--- config.mk ---
export PLATFORM = sky130hd
export DESIGN_NAME = power_request_ctrl_flat
export DESIGN_NICKNAME = d
export VERILOG_FILES = /design/src/rtl/power_request_if.sv /design/src/rtl/power_request_ctrl.sv /design/src/flat_wrapper.sv
export SDC_FILE = /design/constraint.sdc
export NUM_CORES = 1
export LEC_CHECK = 0
export ABC_AREA = 1
export CAP_MARGIN = 20
export CORE_UTILIZATION = 30
export CTS_BUF_LIST = sky130_fd_sc_hd__clkbuf_8 sky130_fd_sc_hd__clkbuf_16
export CTS_CLUSTER_SIZE = 8
export DETAILED_ROUTE_END_ITERATION = 6
export PLACE_DENSITY = 0.41
export RECOVER_POWER = 25
export SYNTH_ARGS = -nofsm -noshare
export SYNTH_HDL_FRONTEND = slang
export SYNTH_SLANG_ARGS = --single-unit
--- constraint.sdc ---
create_clock -name clk -period 3.9 [get_ports clk]
set_clock_uncertainty 0.1 [all_clocks]
set_input_delay 0.78 -clock clk [delete_from_list [all_inputs] [get_ports clk]]
set_output_delay 0.78 -clock clk [all_outputs]
set_load 0.01 [all_outputs]
--- src/rtl/power_request_if.sv ---
// power_request_if: software requests, fault status, sequencer handshake and status flags of the power request controller
interface power_request_if;
  logic soft_power_up;
  logic soft_power_down;
  logic sys_fault;
  logic power_up_done;
  logic power_down_done;
  logic power_up;
  logic power_down;
  logic fault_lockout;
  logic req_timeout;
  modport master (
    input  soft_power_up, soft_power_down, sys_fault, power_up_done, power_down_done,
    output power_up, power_down, fault_lockout, req_timeout
  );
  modport slave (
    output soft_power_up, soft_power_down, sys_fault, power_up_done, power_down_done,
    input  power_up, power_down, fault_lockout, req_timeout
  );
endinterface

--- src/rtl/power_request_ctrl.sv ---
// power_request_ctrl: debounced button / soft request arbiter driving power_up/power_down to a sequencer; ports clk, reset_n (async active-low), power_button (raw async), bus (power_request_if.master: soft_power_up/down, sys_fault, power_up_done/down_done in; power_up/down, fault_lockout, req_timeout out); define POWER_AUTO_RESTART_EN to re-request power-up after a fault lockout that interrupted an up state
module power_request_ctrl #(
  parameter logic [31:0] DEBOUNCE_CYCLES   = 32'd1000,
  parameter logic [31:0] LONG_PRESS_CYCLES = 32'd4000000,
  parameter logic [31:0] COOLDOWN_CYCLES   = 32'd10000000,
  parameter logic [31:0] ACK_TIMEOUT       = 32'd100000
) (
  input logic clk,
  input logic reset_n,
  input logic power_button,
  power_request_if.master bus
);
  typedef enum logic [2:0] {DOWN, REQ_UP, UP, REQ_DOWN, COOLDOWN} state_t;
  state_t state, state_n;
  logic sync1, sync2, deb, deb_d;
  logic [31:0] deb_cnt, press_cnt, timer, timer_n;
  logic fault, fault_n, tmo, tmo_n, dn_min, dn_min_n;
  logic short_press, long_press, up_req, dn_req;
`ifdef POWER_AUTO_RESTART_EN
  logic restart, restart_n;
`endif
  always_ff @(posedge clk or negedge reset_n)
    if (!reset_n) begin
      sync1 <= 1'b0;
      sync2 <= 1'b0;
      deb <= 1'b0;
      deb_d <= 1'b0;
      deb_cnt <= '0;
      press_cnt <= '0;
    end else begin
      sync1 <= power_button;
      sync2 <= sync1;
      deb_d <= deb;
      if (sync2 == deb) deb_cnt <= '0;
      else if (deb_cnt >= DEBOUNCE_CYCLES - 32'd1) begin
        deb <= sync2;
        deb_cnt <= '0;
      end else deb_cnt <= deb_cnt + 32'd1;
      // saturates at LONG_PRESS_CYCLES, which marks "long press already fired"
      press_cnt <= !deb ? '0 : (press_cnt == LONG_PRESS_CYCLES) ? press_cnt : press_cnt + 32'd1;
    end
  assign long_press  = deb && press_cnt == LONG_PRESS_CYCLES - 32'd1;
  assign short_press = !deb && deb_d && press_cnt != LONG_PRESS_CYCLES;
  assign up_req = (short_press && state == DOWN) || bus.soft_power_up;
  assign dn_req = (short_press && (state == REQ_UP || state == UP)) || long_press || bus.soft_power_down;
  always_ff @(posedge clk or negedge reset_n)
    if (!reset_n) begin
      state <= DOWN;
      timer <= '0;
      fault <= 1'b0;
      tmo <= 1'b0;
      dn_min <= 1'b0;
`ifdef POWER_AUTO_RESTART_EN
      restart <= 1'b0;
`endif
    end else begin
      state <= state_n;
      timer <= timer_n;
      fault <= fault_n;
      tmo <= tmo_n;
      dn_min <= dn_min_n;
`ifdef POWER_AUTO_RESTART_EN
      restart <= restart_n;
`endif
    end
  always_comb begin
    state_n = state;
    timer_n = timer;
    fault_n = fault;
    tmo_n = tmo;
    dn_min_n = 1'b0;
`ifdef POWER_AUTO_RESTART_EN
    restart_n = restart;
`endif
    case (state)
      DOWN:
        if (bus.sys_fault) begin
          state_n = COOLDOWN;
          timer_n = COOLDOWN_CYCLES;
          fault_n = 1'b1;
        end else if (up_req && !dn_req) begin
          state_n = REQ_UP;
          timer_n = ACK_TIMEOUT;
          tmo_n = 1'b0;
        end
      REQ_UP, UP:
        if (bus.sys_fault || dn_req || (state == REQ_UP && !bus.power_up_done && timer == '0)) begin
          state_n = REQ_DOWN;
          timer_n = ACK_TIMEOUT;
          fault_n = fault || bus.sys_fault;
          tmo_n = tmo || (!bus.sys_fault && !dn_req);
`ifdef POWER_AUTO_RESTART_EN
          restart_n = restart || bus.sys_fault;
`endif
        end else if (state == REQ_UP) begin
          state_n = bus.power_up_done ? UP : REQ_UP;
          timer_n = timer - 32'd1;
        end
      REQ_DOWN: begin
        dn_min_n = 1'b1;
        fault_n = fault || bus.sys_fault;
        // dn_min guarantees power_down is held for at least two cycles
        if (dn_min && bus.power_down_done) begin
          state_n = fault_n ? COOLDOWN : DOWN;
          timer_n = COOLDOWN_CYCLES;
        end else if (timer == '0) tmo_n = 1'b1;
        else timer_n = timer - 32'd1;
      end
      COOLDOWN:
        if (bus.sys_fault) timer_n = COOLDOWN_CYCLES;
        else if (timer == '0) begin
          fault_n = 1'b0;
`ifdef POWER_AUTO_RESTART_EN
          state_n = restart ? REQ_UP : DOWN;
          timer_n = ACK_TIMEOUT;
          restart_n = 1'b0;
`else
          state_n = DOWN;
`endif
        end else timer_n = timer - 32'd1;
      default: state_n = DOWN;
    endcase
  end
  always_comb begin
    bus.power_up = state == REQ_UP || state == UP;
    bus.power_down = state == REQ_DOWN;
    bus.fault_lockout = state == COOLDOWN;
    bus.req_timeout = tmo;
  end
endmodule

--- src/flat_wrapper.sv ---
// flat-port wrapper written by rule: the top's interface ports become plain ports
module power_request_ctrl_flat 
#(
  parameter logic [31:0] DEBOUNCE_CYCLES   = 32'd1000,
  parameter logic [31:0] LONG_PRESS_CYCLES = 32'd4000000,
  parameter logic [31:0] COOLDOWN_CYCLES   = 32'd10000000,
  parameter logic [31:0] ACK_TIMEOUT       = 32'd100000
)
  (clk, reset_n, power_button, bus_soft_power_up, bus_soft_power_down, bus_sys_fault, bus_power_up_done, bus_power_down_done, bus_power_up, bus_power_down, bus_fault_lockout, bus_req_timeout);
  power_request_if bus_i ();
  input logic clk;
  input logic reset_n;
  input logic power_button;
  input wire logic [$bits(bus_i.soft_power_up)-1:0] bus_soft_power_up;
  input wire logic [$bits(bus_i.soft_power_down)-1:0] bus_soft_power_down;
  input wire logic [$bits(bus_i.sys_fault)-1:0] bus_sys_fault;
  input wire logic [$bits(bus_i.power_up_done)-1:0] bus_power_up_done;
  input wire logic [$bits(bus_i.power_down_done)-1:0] bus_power_down_done;
  output wire logic [$bits(bus_i.power_up)-1:0] bus_power_up;
  output wire logic [$bits(bus_i.power_down)-1:0] bus_power_down;
  output wire logic [$bits(bus_i.fault_lockout)-1:0] bus_fault_lockout;
  output wire logic [$bits(bus_i.req_timeout)-1:0] bus_req_timeout;
  assign bus_i.soft_power_up = bus_soft_power_up;
  assign bus_i.soft_power_down = bus_soft_power_down;
  assign bus_i.sys_fault = bus_sys_fault;
  assign bus_i.power_up_done = bus_power_up_done;
  assign bus_i.power_down_done = bus_power_down_done;
  assign bus_power_up = bus_i.power_up;
  assign bus_power_down = bus_i.power_down;
  assign bus_fault_lockout = bus_i.fault_lockout;
  assign bus_req_timeout = bus_i.req_timeout;
  power_request_ctrl #(.DEBOUNCE_CYCLES(DEBOUNCE_CYCLES), .LONG_PRESS_CYCLES(LONG_PRESS_CYCLES), .COOLDOWN_CYCLES(COOLDOWN_CYCLES), .ACK_TIMEOUT(ACK_TIMEOUT)) u_core (.clk(clk), .reset_n(reset_n), .power_button(power_button), .bus(bus_i));
endmodule
; ---- After elaboration in Yosys (flattened, before gate mapping)
; Cells that the tools add are included.
[word_totals]
word_cells = 102
input_bits = 8
out_inout_bits = 4
regBits = 106
[classes]
n_addsub = 3
n_bitwise = 1
magnitude_cmp = 1
n_mux = 34
eq_ne = 20
reduce_logical = 32
[ops]
columns = operator, count
row1 = $mux 32, 11
row2 = $pmux 32 s4, 1
row3 = $add 32x1->32 const B, 2
row4 = $eq 32x22->1 const B, 2
row5 = $ge 32x10->1 const B, 1
row6 = $logic_not 32->1, 1
row7 = $ne 32x22->1 const B, 1
row8 = $sub 32x1->32 const B, 1
row9 = $mux 3, 8
row10 = $ne 2x2->1 const B, 6
row11 = $pmux 3 s4, 1
row12 = $logic_and 1x1->1, 10
row13 = $mux 1, 10
row14 = $reduce_and 5->1, 2
row15 = $logic_or 1x1->1, 8
row16 = $ne 2x1->1 const B, 4
row17 = $eq 3x2->1 const B, 2
row18 = $reduce_and 6->1, 1
row19 = $logic_not 1->1, 4
row20 = $pmux 1 s4, 1
row21 = $reduce_bool 4->1, 1
row22 = $eq 3x1->1 const B, 1
row23 = $eq 3x3->1 const B, 1
row24 = $logic_not 3->1, 1
row25 = other kinds (10), 10

; ---- Depth between registers and ports, before layout
; Gate-level depths: netlist of run 1.
[logic_depth]
depth_word = 11
depth_mapped = 17
mapped_depth_nobuf = 16

; ---- Least setup slack after synthesis of run 1
; OpenSTA, ideal clock, no wires.
[synth_path]
path_kind = flip-flop to output port
start = reg u_core.state[0]
end = out bus_power_up
n_path_buf = 1
arrival_time_ps = 1184
stages_incl_launch_ff = 6
slack_ps = 1836
cell_sequence = dfrtp_1 > inv_1 > nand2_2 > nand2_2 > a21oi_4 > clkbuf_1
[synth_between]
elab_chain_len = 2
word_cells_on_any_way = 3
[synth_rtl]
columns = element, line
row1 = start: declaration, power_request_ctrl.sv:14  ; state_t state, state_n;
row2 = start signal: assignment, power_request_ctrl.sv:57  ; state <= state_n;
row3 = $eq 3x1->1 / $eq 3x2->1 (equally long branches), power_request_ctrl.sv:125  ; bus.power_up = state == REQ_UP || state == UP;
row4 = $logic_or 1x1->1 *, power_request_ctrl.sv:125
row5 = end: declaration, flat_wrapper.sv:19  ; output wire logic [$bits(bus_i.power_up)-1:0] bus_power_up;
; Mark *: on every way between the ends. The rest lies on a longest branch, timed or not.

; ---- Worst setup path in the final report of run 1
; Ends and elaborated chain as after synthesis.

==> results.ini, run 1 <==
[setup_path]
cp_common_cell=nand2_2
crit_buf_inv=2
cp_slowest_cell=clkdlybuf4s50_1
cp.arrival_ns=2.16
path_delay_family=buffers and inverters
max_stage_delay_ns=0.64
required_ns=3.02
crit_path_end_kind=output port
start_kind=register
path_class=register to output port
crit_chain=inv_1 > nand2_2 > nand2_2 > a21oi_4 > clkdlybuf4s50_1
crit_fanout=18

[timing]
fin_crit_sh_pct=78.0
finalSetupViolCount=0
hold_viol=0
max_freq_mhz=329
maxSlewHeadroom_pct=-56.4
min_period_ns=3.04
finalMaxSlewViolations=42
tightestPinTransition_ns=2.35
rsz0062_at_grt=no
final.setup.worst_slack_ns=0.857
setup_tns_ns=0

[routing]
wl_met1_mm=7.75
vias=5152
wl_met2_mm=6.58
drt_iter0_markers=263
wl_per_cell_um=13.3
ant_nets=0
drtPass1Iterations=4
vias_per_cell=4.60
highest_layer=met4
routed_wl_mm=14.9
drcViolationCount=0
route.met3.wl_um=448

[clocking]
cts-root-buf=clkbuf_16
clock-sinks=106
h-tree-depth=3
cts-resized-gates=0
cts_buffers=9
post_cts_buffers=0
clk-insertion-delay-late_ns=0.35
hold_buffers=0
cts.path.max_buffers=2
path_clk_slew_ns=0.08
cts_tree=done

[pwr]
p_leak_nw=3.14
peakVddDrop_uv=245
powerDensity_mw_per_mm2=538
power_mw=3.65

[global_routing]
grt_pass1_wl_mm=25.8
grt.overflow.total=0
grt_max_degree=66
grt_usage_pct=16.0
grt_pass1_vias=5122
grt_antenna_before_repair=0

[floorplanning]
dieArea_sq_mm=0.0207
io_pins=12
core_area_sq_mm=0.0196
die_h_um=144
row_count=51
start_util_pct=30.8
die_w_um=144

[synth]
netlist_instances=818
ys_warn_count=0
syn_area_sq_mm=0.00603
synth-edff-count=0
synthArstFlopShare_pct=100
synth-seq-area-share_pct=44.0
ys_ff_latch=106
syn-mean-instance-area_sq_um=7.38
ys_types=41
ys.flop_type=dfrtp_1

[place]
place.gp.congestion=0.810
place_ws_ns=0.951
dp.cells=1104
hpwlAfterDp_mm=10.8
io_buffer_count=11

[outcome]
failed_checks=capacitance limit, slew limit
status=complete, but fails checks

[final_layout]
final_common_cell=nand2_1
final_cell_mix=nand2_1 (224), nor2_1 (116), dfrtp_1 (106)
final_core_util_pct=34.6
num_antenna_cells=0
layoutNonFillerInstCount=1120
nets=863
drive_gt1_share_pct=6.55
areaGrowthSynthToFinish_pct=12.4

[job]
max-cap-violations=1

[worst_hold_path]
hold_class=register to register

-- worst reg2reg max path, cell delays in order, from the launching register on --
cell     delay (ns)
dfrtp_1        0.45
nor2_1         0.26
nand2_1        0.08
nor2_1         0.23
nand3_1        0.12
nor2_1         0.27
nand2_1        0.29
nand3_2        0.48
nand3_1        0.21
nand2_1        0.10
o21ai_1        0.06
-- metrics by stage --
stage | hold WS (ns) | instance area, sq um
2_1_floorplan | 0.231 | 6110
3_3_place_gp | 0.243 | 6480
3_5_place_dp | 0.242 | 6480
4_1_cts | 0.259 | 6790
5_1_grt | 0.273 | 6780
6_report | 0.255 | 6780
-- power breakdown --
part / internal [mW] / switching (mW) / total, mW
combinational: 0.422 / 0.917 / 1.34
clock: 0.511 / 0.448 / 0.960
sequential: 1.22 / 0.132 / 1.35
-- routing by layer --
layer	up-vias	GRT usage (%)
met1	2414	22.1
met5	-	0
met2	63	25.8
li1	2665	-
met3	10	2.57
met4	0	4.37
-- final timing paths --
| path | startpoint | end | slack [ns] | depth (start not counted) |
|---|---|---|---|---|
| worst min-delay path | u_core.sync1$_DFF_PN0_ | u_core.sync2$_DFF_PN0_ | 0.25 | 0 |
| worst min register to register | u_core.sync1$_DFF_PN0_ | u_core.sync2$_DFF_PN0_ | 0.25 | 0 |
| min in group asynchronous | reset_n | u_core.press_cnt[5]$_DFFE_PN0P_ | 1.02 | 1 |
| worst max-delay path | u_core.state[0]$_DFFE_PN0P_ | bus_power_up | 0.86 | 5 |
| worst max register to register | u_core.timer[15]$_DFFE_PN0P_ | u_core.bus.req_timeout$_DFFE_PN0P_ | 1.15 | 10 |
| max in group asynchronous | reset_n | u_core.deb_cnt[8]$_DFF_PN0_ | 1.33 | 1 |
-- synthesized netlist by cell type (10+ instances only) --
cell type,instances,area share (%)
a21oi_1,41,3.4
dfrtp_1,106,44
inv_1,79,4.9
inv_2,14,0.87
nand2_1,224,14
nand3_1,46,3.8
nand4_1,27,2.8
nor2_1,116,7.2
nor3_1,23,1.9
o21ai_0,27,2.2
o21ai_1,10,0.83
xnor2_1,10,1.5
xor2_1,22,3.2
-- cell type report --
class                   count  area (sq um)
clock inverters             7          83.8
flip-flops and latches    106          2650
multi-input cells         625          3000
inverters                  94           353
fillers                  2098         12800
clock buffers               9           225
well taps                 265           332
repair buffers             14           139
-- registers in the layout, summed over array words and instances (netlist names) --
signal	cells
u_core.dn_min	1
u_core.press_cnt	32
u_core.sync1	1
u_core.deb_d	1
u_core.bus.req_timeout	1
u_core.deb	1
u_core.timer	32
u_core.sync2	1
u_core.deb_cnt	32
u_core.state	3
u_core.fault	1
-- cell families (layout without fill, tap and decap cells) --
family                   after synthesis  after routing  synth area share [%]
other                                  1             22                0.0621
flip-flops                           106            106                  44.0
adder cells (fa/ha/maj)                5              5                  1.04
buffers and inverters                108            124                  7.57
AND/OR/NAND/NOR                      475            475                  34.5
AO/OA/AOI/OAI                         91             91                  8.23
XOR/XNOR                              32             32                  4.64
No activity file was read; power rests on OpenSTA's default activity.
==> run 2, diff against run 1 <==
- PLACE_DENSITY: 0.41 -> 0.43
- clock period: 3.9 -> 2.55 ns (I/O delays scaled with it)
==> run 2 against run 1 <==
  * The flow now finishes without violations
  * Cell area is 2.8% higher
  * Sequential power up 53%
  * Clock power up 57%
  * Global-route usage about the same
  * Cell count increased by 1.9%
  * Worst setup slack got worse by 0.74 ns
  * Via count is 0.12% lower
  * Critical path depth is the same
  * Combinational power increased by 62%
  * Wire length is 0.34% higher
  * Critical path type unchanged
  * Critical endpoint unchanged
  * Largest cell class unchanged
  * Largest power group is now combinational cells
==> results.ini, run 2 (synthesis gave the netlist of run 1 again) <==
[outcome]
status=finished, final reports clean

[routing]
wl_per_cell_um=13.1
drcViolationCount=0
vias=5146
drtPass1Iterations=5
drt_iter0_markers=278
vias_per_cell=4.51
routed_wl_mm=15.0
ant_nets=0

[clocking]
h-tree-depth=3
clk-insertion-delay-late_ns=0.36
post_cts_buffers=0
cts-root-buf=clkbuf_16
clock-sinks=106
cts.path.max_buffers=2
path_clk_slew_ns=0.08
cts_tree=done
cts_buffers=9

[place]
detailed_place.area_sq_mm=0.00665
hpwlAfterDp_mm=10.9
place.gp.congestion=0.795
io_buffer_count=11

[timing]
rsz0062_at_grt=no
hold_slack_ns=0.183
min_period_ns=2.44
finalSetupViolCount=0
max_freq_mhz=411
hold_viol=0
maxSlewHeadroom_pct=33.3
tightestPinTransition_ns=1.00
finalMaxSlewViolations=0
fin_crit_sh_pct=95.5

[setup_path]
start_kind=register
crit_chain=inv_1 > nand2_2 > nand2_2 > a21oi_4 > clkdlybuf4s50_1
crit_fanout=5
cp_slowest_cell=clkdlybuf4s50_1
crit_buf_inv=2
cp.arrival_ns=1.83
max_stage_delay_ns=0.56
required_ns=1.94
crit_path_end_kind=output port
path_delay_family=buffers and inverters
cp_common_cell=nand2_2
path_class=register to output port

[final_layout]
final_common_cell=nand2_1
seqCellArea_sq_mm=0.00265
n_fill_cell=2126
drive_gt1_share_pct=9.36
areaGrowthSynthToFinish_pct=15.6
final_cell_mix=nand2_1 (223), nor2_1 (112), dfrtp_1 (106)
num_antenna_cells=0
top_regs=u_core.deb_cnt (32), u_core.press_cnt (32), u_core.timer (32)
nets=884
stdcell_area_sq_mm=0.00698
multiInputGateArea_sq_mm=0.00302

[global_routing]
grt_usage_pct=16.0
grtUsageMet2_pct=24.5
grt_util_met1_pct=22.9
grt_most_used_layer=met2
grt_pass1_vias=5009
use_met3_pct=2.63
grt_antenna_before_repair=0
grt_max_degree=42
grt_pass1_wl_mm=25.6
grt.overflow.total=0

[floorplanning]
start_util_pct=30.8
dieArea_sq_mm=0.0207
row_count=51
die_w_um=144
io_pins=12
core_area_sq_mm=0.0196
die_h_um=144

[pwr]
power_mw=5.75
peakVddDrop_uv=332
powerDensity_mw_per_mm2=825
p_leak_nw=3.26

[job]
max-cap-violations=0

[worst_hold_path]
hold_class=primary input to async pin

run 2: changes by cell type in the layout (fill, tap and decap cells not counted), sizes merged:
cell    change
buf        +18
clkinv      -1
inv         +1
clkbuf      +3
run 2: path summary, 6_finish.rpt:
| path | startpoint | end | slack (ns) | cells after the start |
|---|---|---|---|---|
| min | reset_n | u_core.press_cnt[5]$_DFFE_PN0P_ | 0.18 | 1 |
| min in group clk | u_core.sync1$_DFF_PN0_ | u_core.sync2$_DFF_PN0_ | 0.26 | 0 |
| min reg2reg | u_core.sync1$_DFF_PN0_ | u_core.sync2$_DFF_PN0_ | 0.26 | 0 |
| max reg2reg | u_core.timer[12]$_DFFE_PN0P_ | u_core.timer[5]$_DFFE_PN0P_ | 0.25 | 11 |
| max in group asynchronous | reset_n | u_core.deb_cnt[19]$_DFF_PN0_ | 0.65 | 2 |
| max | u_core.state[1]$_DFFE_PN0P_ | bus_power_up | 0.11 | 5 |
run 2: power breakdown:
part | switching [mW] | leakage [nW] | internal (mW)
combinational | 1.42 | 1.71 | 0.747
sequential | 0.204 | 1.39 | 1.86
clock | 0.719 | 0.157 | 0.794
total | 2.35 | 3.26 | 3.41
run 2: area by class of cell:
type	count	share of cell area, %
inverter	94	5.09
multi-input combinational	625	43.3
tap	265	4.75
sequential	106	38.0
timing repair buffer	35	4.23
clock buffer	9	3.23
clock inverter	7	1.36
run 2: per-stage QoR:
step	setup WS (ns)	TNS [ns]	util, %	instances
global route	0.00556	0	35.6	1141
detailed placement	-0.124	-0.449	34.0	1125
CTS	0.0847	0	35.6	1141
floorplan	0.550	0	-	839
global placement	-0.147	-0.946	34.0	1125
finish	0.115	0	35.6	1141
run 2: worst register-to-register path, stage by stage (launching register included):
cell and delay, ns:
dfrtp_1 0.45, nor2_1 0.24, nand2_1 0.10, nor2_2 0.18
nand3_1 0.15, nor2_4 0.19, nand2_2 0.17, nand4_1 0.25
nand2_1 0.15, nand2_1 0.09, nand2_1 0.04, o21ai_1 0.11
run 2: metal layers:
metal  vias to the layer above  part of all wire, %
met4                         0                  1.2
li1                       2723                    -
met2                        52                   43
met1                      2359                   53
met3                        12                  2.5
met5                         -                    0
run 2: what timing repair did:
action	4_1_cts	5_1_grt
gates resized for setup	2	8
hold buffers	0	0
setup endpoints to repair	18	35
gates cloned	0	0
